<file path="src/rtl/pc_trace_buffer.sv">
// pc_trace_buffer: records every committed-PC change into a small FIFO,
// detects a core whose PC has stopped moving, and serves a one-entry-per-cycle
// read port for a debug drain.
//
// Read handshake: rd_en is a request that needs no ready. It is honoured only
// when count != 0. A pop sampled at edge N presents rd_data with a one-cycle
// rd_valid pulse after edge N. rd_data keeps its value after the pulse ends.
module pc_trace_buffer #(
  parameter int PC_WIDTH    = 32,
  parameter int DEPTH       = 16,
  parameter int HALT_CYCLES = 8
) (
  input  logic                     clk,
  input  logic                     rst,
  input  logic [PC_WIDTH-1:0]      pc_in,
  input  logic                     trace_en,
  input  logic                     clr,
  input  logic                     rd_en,
  output logic [PC_WIDTH-1:0]      rd_data,
  output logic                     rd_valid,
  output logic [$clog2(DEPTH):0]   count,
  output logic                     overflow,
  output logic                     halted,
  output logic [PC_WIDTH-1:0]      halt_pc,
  output logic [1:0]               dbg_state
);

  localparam int AW = $clog2(DEPTH);
  localparam int CW = AW + 1;
  localparam int SW = $clog2(HALT_CYCLES + 1);

  localparam logic [1:0] S_IDLE   = 2'd0;
  localparam logic [1:0] S_RECORD = 2'd1;
  localparam logic [1:0] S_HALTED = 2'd2;

  localparam logic [CW-1:0] DEPTH_C     = CW'(DEPTH);
  localparam logic [SW-1:0] STABLE_MAX  = SW'(HALT_CYCLES);
  localparam logic [SW-1:0] STABLE_LAST = SW'(HALT_CYCLES - 1);

  logic [1:0]          state_q, state_d;
  logic                entry_q, entry_d;
  logic [PC_WIDTH-1:0] last_pc_q, last_pc_d;
  logic [SW-1:0]       stable_q, stable_d;
  logic [PC_WIDTH-1:0] halt_pc_q, halt_pc_d;
  logic [AW-1:0]       wr_ptr_q, wr_ptr_d;
  logic [AW-1:0]       rd_ptr_q, rd_ptr_d;
  logic [CW-1:0]       count_q, count_d;
  logic                overflow_q, overflow_d;
  logic [PC_WIDTH-1:0] rd_data_q, rd_data_d;
  logic                rd_valid_q, rd_valid_d;
  logic [PC_WIDTH-1:0] mem [DEPTH];

  logic push;
  logic pop;
  logic wr;
  logic full;
  logic empty;

  // Trace FSM: decides when a PC is pushed and when the core counts as halted.
  // The entry flag forces the very first RECORD cycle to push regardless of
  // the stale last_pc value.
  always_comb begin
    state_d   = state_q;
    entry_d   = 1'b0;
    last_pc_d = last_pc_q;
    stable_d  = stable_q;
    halt_pc_d = halt_pc_q;
    push      = 1'b0;
    case (state_q)
      S_IDLE: begin
        if (trace_en) begin
          state_d = S_RECORD;
          entry_d = 1'b1;
        end
      end
      S_RECORD: begin
        if (!trace_en) begin
          state_d = S_IDLE;
        end else if (entry_q || (pc_in != last_pc_q)) begin
          push      = 1'b1;
          last_pc_d = pc_in;
          stable_d  = '0;
        end else if (stable_q == STABLE_LAST) begin
          state_d   = S_HALTED;
          halt_pc_d = last_pc_q;
          stable_d  = STABLE_MAX;
        end else begin
          stable_d = stable_q + 1'b1;
        end
      end
      S_HALTED: begin
        if (!trace_en) state_d = S_IDLE;
      end
      default: state_d = S_IDLE;
    endcase
  end

  // FIFO bookkeeping: a pop frees a slot in the same cycle, so a push into a
  // full FIFO is only dropped when no pop accompanies it.
  always_comb begin
    full       = (count_q == DEPTH_C);
    empty      = (count_q == '0);
    pop        = rd_en && !empty;
    wr         = push && (!full || pop);
    wr_ptr_d   = wr  ? wr_ptr_q + 1'b1 : wr_ptr_q;
    rd_ptr_d   = pop ? rd_ptr_q + 1'b1 : rd_ptr_q;
    overflow_d = overflow_q || (push && full && !pop);
    rd_valid_d = pop;
    rd_data_d  = pop ? mem[rd_ptr_q] : rd_data_q;
    count_d    = count_q;
    if (wr && !pop)      count_d = count_q + 1'b1;
    else if (!wr && pop) count_d = count_q - 1'b1;
  end

  // Control and status registers; clr behaves exactly like rst.
  always_ff @(posedge clk) begin
    if (rst || clr) begin
      state_q    <= S_IDLE;
      entry_q    <= 1'b0;
      last_pc_q  <= '0;
      stable_q   <= '0;
      halt_pc_q  <= '0;
      wr_ptr_q   <= '0;
      rd_ptr_q   <= '0;
      count_q    <= '0;
      overflow_q <= 1'b0;
      rd_data_q  <= '0;
      rd_valid_q <= 1'b0;
    end else begin
      state_q    <= state_d;
      entry_q    <= entry_d;
      last_pc_q  <= last_pc_d;
      stable_q   <= stable_d;
      halt_pc_q  <= halt_pc_d;
      wr_ptr_q   <= wr_ptr_d;
      rd_ptr_q   <= rd_ptr_d;
      count_q    <= count_d;
      overflow_q <= overflow_d;
      rd_data_q  <= rd_data_d;
      rd_valid_q <= rd_valid_d;
    end
  end

  // Storage array; contents need no reset because count gates every read.
  always_ff @(posedge clk) begin
    if (!rst && !clr && wr) mem[wr_ptr_q] <= pc_in;
  end

  assign rd_data   = rd_data_q;
  assign rd_valid  = rd_valid_q;
  assign count     = count_q;
  assign overflow  = overflow_q;
  assign halted    = (state_q == S_HALTED);
  assign halt_pc   = halt_pc_q;
  assign dbg_state = state_q;

endmodule

</file>
<file path="config.mk">
export PLATFORM = sky130hd
export DESIGN_NAME = pc_trace_buffer
export DESIGN_NICKNAME = d
export VERILOG_FILES = /design/src/rtl/pc_trace_buffer.sv
export SDC_FILE = /design/constraint.sdc
export NUM_CORES = 1
export LEC_CHECK = 0
export ABC_CLOCK_PERIOD_IN_PS = 9500
export CAP_MARGIN = 20
export CORE_ASPECT_RATIO = 0.8
export CORE_MARGIN = 1.5
export CORE_UTILIZATION = 49
export CTS_CLUSTER_SIZE = 30
export DETAILED_ROUTE_END_ITERATION = 8
export GPL_ROUTABILITY_DRIVEN = 0
export MAX_ROUTING_LAYER = met4
export PLACE_DENSITY = 0.69
export SETUP_SLACK_MARGIN = 0.1
export SYNTH_ARGS = -nofsm -noshare
export SYNTH_HDL_FRONTEND = slang
export SYNTH_SLANG_ARGS = --single-unit
</file>
<file path="constraint.sdc">
create_clock -name clk -period 9.5 [get_ports clk]
set_clock_uncertainty 0.15 [all_clocks]
set_input_delay 2.85 -clock clk [delete_from_list [all_inputs] [get_ports clk]]
set_output_delay 2.85 -clock clk [all_outputs]
set_load 0.1 [all_outputs]
</file>
* Yosys cells after proc, flatten, opt, wreduce, memory -nomap -nowiden
Memories as Yosys holds them, arrays and structs flattened. A register that Yosys moved wholly into a read port is not among the register bits.
Index checks and enable logic that the tools add are counted.
** Storage, ports and cells
- Flip-flop bits (word level) :: 86
- RAM bits :: 512
- Output and inout bits :: 74
- Memories :: 1
** Operators by class
- Add/sub/neg operators :: 5
- Eq/ne operators :: 9
- Muxes and demuxes :: 16
- Bitwise gates (word level) :: 2
- Reductions and logical operators :: 26
** Memories
- mem :: words 16, width 32, rd ports 1, clocked after memory_dff 1, write ports 1, RTL line 51 : logic [PC_WIDTH-1:0] mem [DEPTH];
** Operators by type and width (number)
- inequality test 32 bit :: 1
- adder 4 x 1 -> 4 bit, second input constant :: 3
- 2-to-1 mux 2 bit :: 5
- 2-to-1 mux 5 bit :: 2
- logical AND 1 bit :: 8
- 2-to-1 mux 4 bit :: 2
- AND reduction 4 bit :: 2
- zero test 1 bit :: 6
- 2-to-1 mux 1 bit :: 6
- inequality test 3 bit, second input constant :: 2
- case mux 2 bit (3 select lines) :: 1
- adder 5 x 1 -> 5 bit, second input constant :: 1
- equality test 5 bit, second input constant :: 1
- zero test 5 bit :: 1
- subtractor 5 x 1 -> 5 bit, second input constant :: 1
- equality test 4 x 3 -> 1 bit, second input constant :: 1
- logical OR 1 bit :: 4
- inequality test 2 bit, second input constant :: 2
- AND reduction 3 bit :: 1
- equality test 2 x 1 -> 1 bit, second input constant :: 1
- equality test 2 bit, second input constant :: 1
- zero test 2 bit :: 1
- NOT 1 bit :: 2
- AND reduction 2 bit :: 1
- other kinds (2) :: 2

* Longest topological paths before layout
Gate-level depths: netlist of the first run.
- Word-level depth :: 10
- Gate-level depth with buffers :: 15

* Least setup slack after synthesis of the first run
No wires, ideal clock.
- Path type :: input -> register
- Start point :: input port pc_in[19]
- End point :: memory mem[0][0] (enable)
- Library setup time :: 0.502 ns
- Arrival time :: 6.769 ns
- Required time :: 8.848 ns
- Setup slack :: 2.079 ns
- Stages on the path :: 7
- Path buffers :: 1
- Cells stage by stage :: inv_1 > o221ai_1 > nand4bb_1 > or4_1 > nand2_1 > buf_2 > nor4_1
** On the way
- Word-level cells in the longest chain between the ends :: 9
** RTL lines
- start: declaration :: RTL line 15 : input logic [PC_WIDTH-1:0] pc_in,
- inequality test 32 bit :: RTL line 79 : end else if (entry_q || (pc_in != last_pc_q)) begin
- logical OR 1 bit :: RTL line 79
- 2-to-1 mux 1 bit :: RTL line 79
- 2-to-1 mux 1 bit :: RTL line 77 : if (!trace_en) begin
- 2-to-1 mux 1 bit :: RTL line 69 : case (state_q)
- logical AND 1 bit :: RTL line 104 : wr = push && (!full || pop);
- logical AND 1 bit :: RTL line 146 : if (!rst && !clr && wr) mem[wr_ptr_q] <= pc_in;
- 2-to-1 mux 1 bit :: RTL line 146
- 2-to-1 mux 1 bit (implied by the code) :: RTL line 146
- end: declaration :: RTL line 51
No other way between the ends.

* Worst setup path in the final report of the first run
- Start point :: input port pc_in[10]
- End point :: register count_q[4], in the netlist count[4]
** On the way
- Word-level cells in the longest chain between the ends :: 9
- Elaborated cells between the ends (all ways) :: 11
- Classes of those cells :: 1 x eq/ne; 4 x mux; 6 x reduce/logical
** RTL lines
- inequality test 32 bit * :: RTL line 79
- logical OR 1 bit * :: RTL line 79
- 2-to-1 mux 1 bit * :: RTL line 79
- 2-to-1 mux 1 bit * :: RTL line 77
- 2-to-1 mux 1 bit * :: RTL line 69
- logical AND 1 bit * :: RTL line 104
- via wr :: RTL line 55 : logic wr;
- zero test 1 bit :: RTL line 112 : else if (!wr && pop) count_d = count_q - 1'b1;
- logical AND 1 bit :: RTL line 112
- nonzero test 2 bit (no line)
- end signal: assignment :: RTL line 137 : count_q <= count_d;
- end: declaration :: RTL line 47 : logic [CW-1:0] count_q, count_d;
The timed path passes the listed nets; every way through them passes the cells marked *.
A chain may end at the register's enable or synchronous reset.

==> results.md, run 1 <==
* Tcrit/Tclk final at around 77%
* Worst-margin pin slew at about 1.0 ns
* Max-Cap Viols at 0
* Area grow syn2layout at 15.9%
* Total number of vias at between 10000 and 15000
* Hold Crit Depth at 2
* Cell count after synthesis at roughly 1300
* Register area share after synthesis at about three quarters
* Post-Route WL at about 54000 µm
* Path depth of the worst reg2reg path at 14
* Starting Density at roughly half
* Final Power at around 5.5 mW
* Min Tclk post-route at ~7.3 ns
* Min-delay worst type: register to register
* Post-route setup slack at 2.18 ns
* Site Rows at between 70 and 80
* CP delay by family, top: simple AND/OR/NAND/NOR gates
* Synth Flop Type: edfxtp_1
* Hold Crit Endpoint: rd_data[12]
* CP arrival at slightly below 8 ns
* Vias/cell at between 5 and 6
* Worst Setup End Kind: register
* Syn avg cell area at ~19 µm²
* Relative slew slack at roughly 30%
* R2R Path Start: last_pc_q[4]
* PostCTS Resize Cnt at 0
* Total CTS buffers at just under 60
* Largest net degree at the start of global routing at 83
* Crit-path cells: clkdlybuf4s50_1 > xor2_1 > nor4_1 > nand2_1 > or4_1 > nand2_1 > inv_1 > ha_1 > inv_1 > ha_1 > a21o_1 > a21oi_1 > xnor2_1 > or3_1 > a21oi_1
* Slew Viols, Final at 0
* CTS tree: built
* Synth async-reset ratio at 0%
* Pleak at between 8 and 9 nW
* Antenna violations before repair at 3
* Vias in the first global route at about 13000
* Clock slew at reported path FFs at ~0.060 ns
* Crit Path Max Fanout at 18
* Setup CP Type: input pin to register
* Hold path start: rd_data[12]
* Buf/Inv on CP at 3
* Required @ worst endpoint at around 9.9 ns
* DPL Wire Length at ~30000 µm
* Cell area power density at 197 nW/µm²
* Status: finished, final reports clean
* Total Neg Setup Slack at 0 ns
* Final setup viols at 0
* Reg-to-Reg End: count[4]
* IO Pins at 111
* Unrepaired setup endpoints after global routing: false
* Max Fclk at ~140 MHz
* Die height at 202 µm
* Final nets at about 1500
* Num Clock Sinks at 630
* Post-Syn Area at roughly 24000 µm²
* Finished Cell Area at 28100 µm²
* Peak supply drop at 162 µV
* Pre-CTS setup slack at ~1.7 ns
* Synth Warn # at 0
* Width of the die at between 200 and 300 µm
* First-pass GRT wire length at 80200 µm
* Grt ovf at 0
* Most frequent cells in the layout: edfxtp_1 (512), nand2_1 (175), mux4_2 (160)
* Initial DRC Count at 1228
* Hold Buf Count CTS at 0
* DRT Pass-1 Iters at 5
* Critical Path Max Stage Delay at 0.94 ns
* # DRC at 0
* Reg-to-reg slack, setup at approximately 5 ns
* Synth unique cells at 48
* H-tree depth at 2
* Core Box Area at slightly below 50000 µm²
* EDFF count, synth at 512
* Synth Register Bits at 630
* Hold Violations, Final at 0
* DIE AREA at just over 50000 µm²
* CP max-delay cell: clkdlybuf4s50_1
* Mapped Nets at 1344
* Maximum clock path buffer count at 3
* Clock Latency Late Sink at around 0.63 ns
* Cell Area, Placed at 26200 µm²
* Clock Root Buffer: clkbuf_16
* Fraction of final layout cells with drive strength greater than 1 at between 20% and 30%
* Most common cell after layout, fill and taps aside: edfxtp_1
* Type of origin of the critical path: input pin
* PortBufs at 110
* WHS at 0.304 ns
* Gr usage total at between 20% and 30%
* Routed length per placed instance at approximately 25 µm
* Postcts setup bufs at 0
* ANT nets after route at 0
-- synth_stat cells (2+ instances only) --
library cell  count  area share, %
a21o_1            2          0.062
a21oi_1          44           0.91
a22oi_1           2          0.062
a31oi_1           3          0.077
and4_1            4           0.14
buf_1            11           0.17
buf_2            20           0.41
buf_4             3          0.093
clkbuf_1         39           0.60
dfxtp_1         118            9.7
edfxtp_1        512             63
ha_1             10           0.52
inv_1            10           0.15
mux2i_1          65            2.7
mux4_2          160             15
nand2_1         175            2.7
nand3_1           7           0.14
nand3b_1          3          0.093
nand4_1           2          0.052
nand4b_1          2          0.072
nor2_1           18           0.28
nor2b_1           2          0.052
nor3_1            8           0.17
nor4_1           11           0.28
o21ai_0           5           0.10
o31ai_1           2          0.062
or3_1             3          0.077
or4_1             2          0.062
xnor2_1           4           0.14
xor2_1           31            1.1
-- registers in the layout, indices dropped and copies added, names as in the netlist --
name       cells
last_pc_q     32
halt_pc       32
overflow       1
rd_data       32
rd_valid       1
mem          512
rd_ptr_q       4
wr_ptr_q       4
stable_q       4
dbg_state      2
entry_q        1
count          5
-- worst reg2reg max path, delay by kind of cell (launching register included) --
kind                     cells  cell delay, ns
AND/OR/NAND/NOR              5            2.31
adder cells (fa/ha/maj)      2            0.57
AO/OA/AOI/OAI                3            0.48
buffers and inverters        2            0.34
flip-flops                   1            0.33
XOR/XNOR                     2            0.25
-- how the worst max path moves through the flow --
stage               from        end  slack [ns]  depth (start not counted)
3_5_place_dp    pc_in[4]   count[4]        1.70                         15
6_report       pc_in[10]   count[4]        2.18                         15
2_1_floorplan  pc_in[19]  mem[0][0]        2.08                          7
3_3_place_gp    pc_in[1]   count[4]        1.81                         15
4_1_cts        pc_in[10]   count[4]        2.34                         15
5_1_grt        pc_in[10]   count[4]        1.92                         15
-- cells by family (layout without fill, tap and decap cells) --
family,after synthesis,in the layout,share of synthesized area [%]
AND/OR/NAND/NOR,246,246,4.48
adder cells (fa/ha/maj),11,11,0.599
AO/OA/AOI/OAI,64,64,1.47
other,0,2,0
buffers and inverters,85,267,1.47
multiplexers,225,225,17.5
flip-flops,630,630,73.2
XOR/XNOR,35,35,1.26
-- stage by stage --
stage,instances,utilization (%)
floorplan,1296,-
global placement,1993,53.9
detailed placement,1994,53.9
CTS,2106,57.8
global route,2109,57.9
finish,2109,57.9
-- metal layers --
layer	wire [µm]	global-route usage, %
met5	0	-
met4	1150	5.81
met3	4050	3.68
met2	24300	32.8
met1	24200	32.5
-- where the power goes --
part / internal (mW) / switching (mW)
clock network: 1.30 / 1.00
registers: 2.99 / 0.0106
logic: 0.0872 / 0.167
total: 4.37 / 1.18
-- area by class of cell --
class / count / area, µm²
Fill cell: 3581 / 20400
Sequential cell: 630 / 17700
Multi-Input combinational cell: 581 / 6240
Clock buffer: 88 / 1700
Timing Repair Buffer: 144 / 1390
Tap cell: 629 / 787
Clock inverter: 24 / 203
Inverter: 11 / 41.3
Antenna cell: 2 / 5.00
No activity file was read; power rests on OpenSTA's default activity.
==> inputs of run 2 (changes only) <==
--- a/config.mk
+++ b/config.mk
@@ -5,7 +5,7 @@
 export SDC_FILE = /design/constraint.sdc
 export NUM_CORES = 1
 export LEC_CHECK = 0
-export ABC_CLOCK_PERIOD_IN_PS = 9500
+export ABC_CLOCK_PERIOD_IN_PS = 7600
 export CAP_MARGIN = 20
 export CORE_ASPECT_RATIO = 0.8
 export CORE_MARGIN = 1.5
==> constraint.sdc (replaced) <==
create_clock -name clk -period 7.6 [get_ports clk]
set_clock_uncertainty 0.15 [all_clocks]
set_input_delay 2.28 -clock clk [delete_from_list [all_inputs] [get_ports clk]]
set_output_delay 2.28 -clock clk [all_outputs]
set_load 0.1 [all_outputs]
==> run 2 against run 1 <==
Effect of this change:
- register-to-register slack got worse by 1.3 ns
- largest cell class unchanged
- final area is 0.23% higher
- clock power up 28%
- critical endpoint unchanged
==> results.md, run 2 (synthesized netlist as in run 1, its figures left out) <==
* Status: finished, final reports clean (unchanged)
* PostCTS Resize Cnt at 0 (unchanged)
* Fill cell instance count of the final layout at 3550 (was 3581)
* Antenna violations before repair at 0 (was 3)
* Relative slew slack at 31.2% (was 30.3%)
* Site Rows at 72 (unchanged)
* Most frequent cells in the layout: edfxtp_1 (512), nand2_1 (175), mux4_2 (160) (unchanged)
* Max-Cap Viols at 0 (unchanged)
* Max Fclk at ~160 MHz
* Clock slew at reported path FFs at 0.07 ns (was 0.06 ns)
* Crit-path cells: clkdlybuf4s50_1 > xor2_1 > nor4_1 > nand4b_1 > or4_1 > nand2_1 > inv_1 > ha_1 > inv_1 > ha_1 > a21o_1 > a21oi_1 > xnor2_1 > or3_1 > a21oi_1 (was clkdlybuf4s50_1 > xor2_1 > nor4_1 > nand2_1 > or4_1 > nand2_1 > inv_1 > ha_1 > inv_1 > ha_1 > a21o_1 > a21oi_1 > xnor2_1 > or3_1 > a21oi_1)
* Max FFs per register at 512 (unchanged)
* Vias/cell at 5.89 (was 5.87)
* DIE AREA at 50800 µm² (unchanged)
* PortBufs at 110 (unchanged)
* Routed length per placed instance at 26.0 µm (was 25.5 µm)
* H-tree depth at 2 (unchanged)
* Total number of vias at 12456 (was 12374)
* DRT Pass-1 Iters at 5 (unchanged)
* Fraction of final layout cells with drive strength greater than 1 at 21.6% (was 20.6%)
* # diodes at 0 (was 2)
* Initial DRC Count at 1318 (was 1228)
* Min-delay worst type: register to register (unchanged)
* DPL Wire Length at 30000 µm (was 30100 µm)
* Worst-margin pin slew at 1.03 ns (was 1.04 ns)
* Area grow syn2layout at 16.2% (was 15.9%)
* Total CTS buffers at 59 (unchanged)
* CTS tree: built (unchanged)
* Post-Route WL at 55100 µm (was 53700 µm)
* Pre-CTS setup slack at 0.877 ns (was 1.70 ns)
* Type of origin of the critical path: input pin (unchanged)
* IO Pins at 111 (unchanged)
* Final core occ at 58.0% (was 57.9%)
* Clock Root Buffer: clkbuf_16 (unchanged)
* Post-route setup slack at 1.41 ns (was 2.18 ns)
* Most common cell after layout, fill and taps aside: edfxtp_1 (unchanged)
* CP arrival at 6.57 ns (was 7.71 ns)
* Unrepaired setup endpoints after global routing: false (unchanged)
* Final nets at 1483 (was 1475)
* Hold Buf Count CTS at 0 (unchanged)
* Final setup viols at 0 (unchanged)
* Gr usage total at 23.0% (was 22.2%)
* Postcts setup bufs at 0 (unchanged)
* WHS at 0.303 ns (was 0.304 ns)
* Core Box Area at 48600 µm² (unchanged)
* Critical Path Max Stage Delay at 0.95 ns (was 0.94 ns)
* Starting Density at 49.9% (unchanged)
* Maximum clock path buffer count at 3 (unchanged)
* CP max-delay cell: clkdlybuf4s50_1 (unchanged)
* Largest net degree at the start of global routing at 73 (was 83)
* Slew Viols, Final at 0 (unchanged)
* Largest Register: mem (unchanged)
* Grt ovf at 0 (unchanged)
* Min Tclk post-route at a little over 6 ns
* Width of the die at 252 µm (unchanged)
* Die height at 202 µm (unchanged)
* Crit Path Max Fanout at 18 (unchanged)
* # DRC at 0 (unchanged)
* Clock Latency Late Sink at 0.62 ns (was 0.63 ns)
* Total Neg Setup Slack at 0 ns (unchanged)
* Setup CP Type: input pin to register (unchanged)
* Required @ worst endpoint at 7.98 ns (was 9.89 ns)
* Peak supply drop at 163 µV (was 162 µV)
* Cell area power density at 249 nW/µm² (was 197 nW/µm²)
* ANT nets after route at 0 (unchanged)
* Hold Violations, Final at 0 (unchanged)
* Finished Cell Area at 28200 µm² (was 28100 µm²)
* Num Clock Sinks at 630 (unchanged)
* Vias in the first global route at 12724 (was 12523)
* Tcrit/Tclk final at around four fifths
* First-pass GRT wire length at 82400 µm (was 80200 µm)
* Pleak at 8.93 nW (was 8.88 nW)
* Worst Setup End Kind: register (unchanged)
* Cell Area, Placed at 26200 µm² (about the same)
## run 2: worst max-delay path, delay by kind of cell
kind | cells | cell delay, ns
buffers and inverters | 3 | 1.17
AO/OA/AOI/OAI | 3 | 0.48
adder cells (fa/ha/maj) | 2 | 0.52
XOR/XNOR | 2 | 0.25
AND/OR/NAND/NOR | 5 | 1.85
## run 2: final cells by class
type                    instances  area (µm²)  area share [%]
multi-input cells             581        6240            22.1
inverters                      11        41.3           0.147
clock buffers                  72        1560            5.52
clock inverters                39         375            1.33
flip-flops and latches        630       17700            63.0
repair buffers                152        1430            5.07
well taps                     629         787            2.79
## run 2: path summary, 6_finish.rpt
check	start	endpoint	slack [ns]	cells after the start
max	pc_in[1]	count[4]	1.41	15
min	rd_data[12]	rd_data[12]	0.30	2
max reg2reg	last_pc_q[31]	count[4]	3.67	14
min reg2reg	rd_data[12]	rd_data[12]	0.30	2
## run 2: per-stage QoR
step | power [mW] | instances
3_5_place_dp | 4.15 | 2003
6_report | 7.01 | 2114
4_1_cts | 7.07 | 2114
3_3_place_gp | 4.14 | 2003
5_1_grt | 7.22 | 2114
2_1_floorplan | 4.01 | 1296
## run 2: metal layers
| metal | global-route usage (%) | part of all wire [%] | wire, µm |
|---|---|---|---|
| met1 | 33.2 | 44 | 24100 |
| met2 | 34.0 | 46 | 25500 |
| met3 | 4.10 | 7.8 | 4290 |
| met4 | 6.28 | 2.3 | 1240 |
| met5 | - | 0 | 0 |
## run 2: power breakdown
group | switching (mW) | total (mW) | internal [mW]
registers | 0.0143 | 3.75 | 3.73
logic | 0.210 | 0.322 | 0.112
clock network | 1.25 | 2.94 | 1.69
total | 1.48 | 7.01 | 5.54
==> inputs of run 3 (changes only) <==
--- a/config.mk
+++ b/config.mk
@@ -5,7 +5,7 @@
 export SDC_FILE = /design/constraint.sdc
 export NUM_CORES = 1
 export LEC_CHECK = 0
-export ABC_CLOCK_PERIOD_IN_PS = 7600
+export ABC_CLOCK_PERIOD_IN_PS = 5220
 export CAP_MARGIN = 20
 export CORE_ASPECT_RATIO = 0.8
 export CORE_MARGIN = 1.5
@@ -14,7 +14,7 @@
 export DETAILED_ROUTE_END_ITERATION = 8
 export GPL_ROUTABILITY_DRIVEN = 0
 export MAX_ROUTING_LAYER = met4
-export PLACE_DENSITY = 0.69
+export PLACE_DENSITY = 0.71
 export SETUP_SLACK_MARGIN = 0.1
 export SYNTH_ARGS = -nofsm -noshare
 export SYNTH_HDL_FRONTEND = slang
==> constraint.sdc (replaced) <==
create_clock -name clk -period 5.22 [get_ports clk]
set_clock_uncertainty 0.15 [all_clocks]
set_input_delay 1.566 -clock clk [delete_from_list [all_inputs] [get_ports clk]]
set_output_delay 1.566 -clock clk [all_outputs]
set_load 0.1 [all_outputs]
==> run 3 against run 2 <==
Effect of this change:
- combinational power increased by 57%
- final area rose by 1.3%
- register-to-register slack worse by 1.9 ns
- flip-flop and latch count unchanged
- routed wire length grew 0.50%
- non-clock buffer count grew 43
- hold slack lost 0.00069 ns
- first-iteration DRC count increased by 2.5%
- largest cell class unchanged
- highest routed layer unchanged
==> results.md, run 3 (synthesized netlist as in run 1, its figures left out) <==
* Num Clock Sinks at 630 (unchanged)
* Cell area power density at 358 nW/µm² (was 249 nW/µm²)
* Total number of vias at 12633 (was 12456)
* Buf/Inv on CP at 5 (was 3)
* Antenna violations before repair at 0 (unchanged)
* Final setup viols at 0 (unchanged)
* IO Pins at 111 (unchanged)
* CP delay by family, top: simple AND/OR/NAND/NOR gates (unchanged)
* Clock slew at reported path FFs at 0.06 ns (was 0.07 ns)
* Largest net degree at the start of global routing at 95 (was 73)
* Required @ worst endpoint at 5.56 ns (was 7.98 ns)
* Core Box Area at 48600 µm² (unchanged)
* Fraction of final layout cells with drive strength greater than 1 at 23.3% (was 21.6%)
* PostCTS Resize Cnt at 0 (unchanged)
* Largest Register: mem (unchanged)
* Worst Setup End Kind: register (unchanged)
* Critical Path Max Stage Delay at 0.60 ns (was 0.95 ns)
* Slew Viols, Final at 0 (unchanged)
* Type of origin of the critical path: input pin (unchanged)
* Final nets at 1526 (was 1483)
* Total CTS buffers at 59 (unchanged)
* Vias/cell at 5.85 (was 5.89)
* DRT Pass-1 Iters at 5 (unchanged)
* Most common cell after layout, fill and taps aside: edfxtp_1 (unchanged)
* Crit Path Max Fanout at 18 (unchanged)
* Max FFs per register at 512 (unchanged)
* Pleak at 9.13 nW (was 8.93 nW)
* Reg-to-reg slack, setup at 1.79 ns (was 3.67 ns)
* Tcrit/Tclk final at 89.5%
* Postcts setup bufs at 0 (unchanged)
* Most frequent cells in the layout: edfxtp_1 (512), nand2_1 (175), mux4_2 (160) (unchanged)
* Max-Cap Viols at 0 (unchanged)
* Gr usage total at 23.1% (was 23.0%)
* Clock Latency Late Sink at 0.63 ns (was 0.62 ns)
* Max Fclk at approximately 210 MHz
* DPL Wire Length at 30800 µm (was 30000 µm)
* Peak supply drop at 253 µV (was 163 µV)
* Setup CP Type: input pin to register (unchanged)
* CTS tree: built (unchanged)
* Grt ovf at 0 (unchanged)
* CP max-delay cell: or4_1 (was clkdlybuf4s50_1)
* Unrepaired setup endpoints after global routing: false (unchanged)
* DIE AREA at 50800 µm² (unchanged)
* Cell Count, Final, Fillers Out at 2159 (was 2114)
* DP Cell Count at 2045 (was 2003)
* Status: finished, final reports clean (unchanged)
* Worst-margin pin slew at 1.02 ns (was 1.03 ns)
* Die height at 202 µm (unchanged)
* Maximum clock path buffer count at 3 (unchanged)
* Site Rows at 72 (unchanged)
* Hold Buf Count CTS at 0 (unchanged)
* Total Neg Setup Slack at 0 ns (unchanged)
* Min-delay worst type: register to register (unchanged)
* # DRC at 0 (unchanged)
* Post-Route WL at 55300 µm (was 55100 µm)
* Min Tclk post-route at around 4.7 ns
* First-pass GRT wire length at 82600 µm (was 82400 µm)
* ANT nets after route at 0 (unchanged)
* Area grow syn2layout at 17.7% (was 16.2%)
* Vias in the first global route at 12977 (was 12724)
* WHS at 0.302 ns (was 0.303 ns)
* Starting Density at 49.9% (unchanged)
* CP arrival at 5.01 ns (was 6.57 ns)
* Clock Root Buffer: clkbuf_16 (unchanged)
* H-tree depth at 2 (unchanged)
* Width of the die at 252 µm (unchanged)
* Relative slew slack at 32.1% (was 31.2%)
* Hold Violations, Final at 0 (unchanged)
* Initial DRC Count at 1351 (was 1318)
* Routed length per placed instance at 25.6 µm (was 26.0 µm)
* PortBufs at 110 (unchanged)
* Crit-path cells: clkdlybuf4s50_1 > buf_12 > xor2_1 > nor4_1 > nand4b_1 > or4_1 > nand2_1 > inv_1 > ha_1 > inv_1 > buf_4 > ha_1 > a21o_1 > a21oi_1 > xor2_1 > nor2_1 > a21oi_1 > nor2_1 (was clkdlybuf4s50_1 > xor2_1 > nor4_1 > nand4b_1 > or4_1 > nand2_1 > inv_1 > ha_1 > inv_1 > ha_1 > a21o_1 > a21oi_1 > xnor2_1 > or3_1 > a21oi_1)
[run 3: changes by cell type in the layout (fill, tap and decap cells not counted), sizes merged]
cell / delta
buf: +43
clkbuf: +7
clkinv: -7
bufinv: -1
clkinvlp: +1
diode: +1
inv: +1
[run 3: metrics by stage]
stage               setup WS, ns  utilization, %  power, mW  cell area (µm²)
floorplan                 -0.917               -       5.84            24200
global placement        -0.00654            54.8       6.06            26600
detailed placement      -0.00704            54.8       6.07            26600
CTS                        0.634            58.7       10.3            28500
global route               0.351            58.7       10.5            28500
finish                     0.548            58.7       10.2            28500
[run 3: path summary, 6_finish.rpt]
check	startpoint	end	cells after the start
max	pc_in[1]	count[3]	18
min	rd_data[3]	rd_data[3]	2
max reg2reg	last_pc_q[28]	count[3]	16
min reg2reg	rd_data[3]	rd_data[3]	2
[run 3: layout make-up]
cell class	count	area, µm²
Fill cell	3501	20000
Sequential cell	630	17700
Multi-Input combinational cell	581	6240
Timing Repair Buffer	195	1800
Clock buffer	79	1570
Tap cell	629	787
Clock inverter	33	335
Inverter	11	41.3
Antenna cell	1	2.50
[run 3: power breakdown]
group	switching, mW	total [mW]	internal [mW]
sequential	0.0212	5.46	5.43
combinational	0.320	0.504	0.184
clock	1.83	4.25	2.42
[run 3: metal layers]
layer | track usage [%] | up-vias | wire [µm]
li1 | - | 5495 | -
met1 | 32.3 | 6549 | 23400
met2 | 34.8 | 491 | 26100
met3 | 4.22 | 98 | 4480
met4 | 7.14 | 0 | 1320
met5 | - | - | 0
[run 3: worst min-delay path, cell delays in order (launching register included)]
cell and delay [ns]:
dfxtp_1 0.31, nand2_1 0.05, a21oi_1 0.05
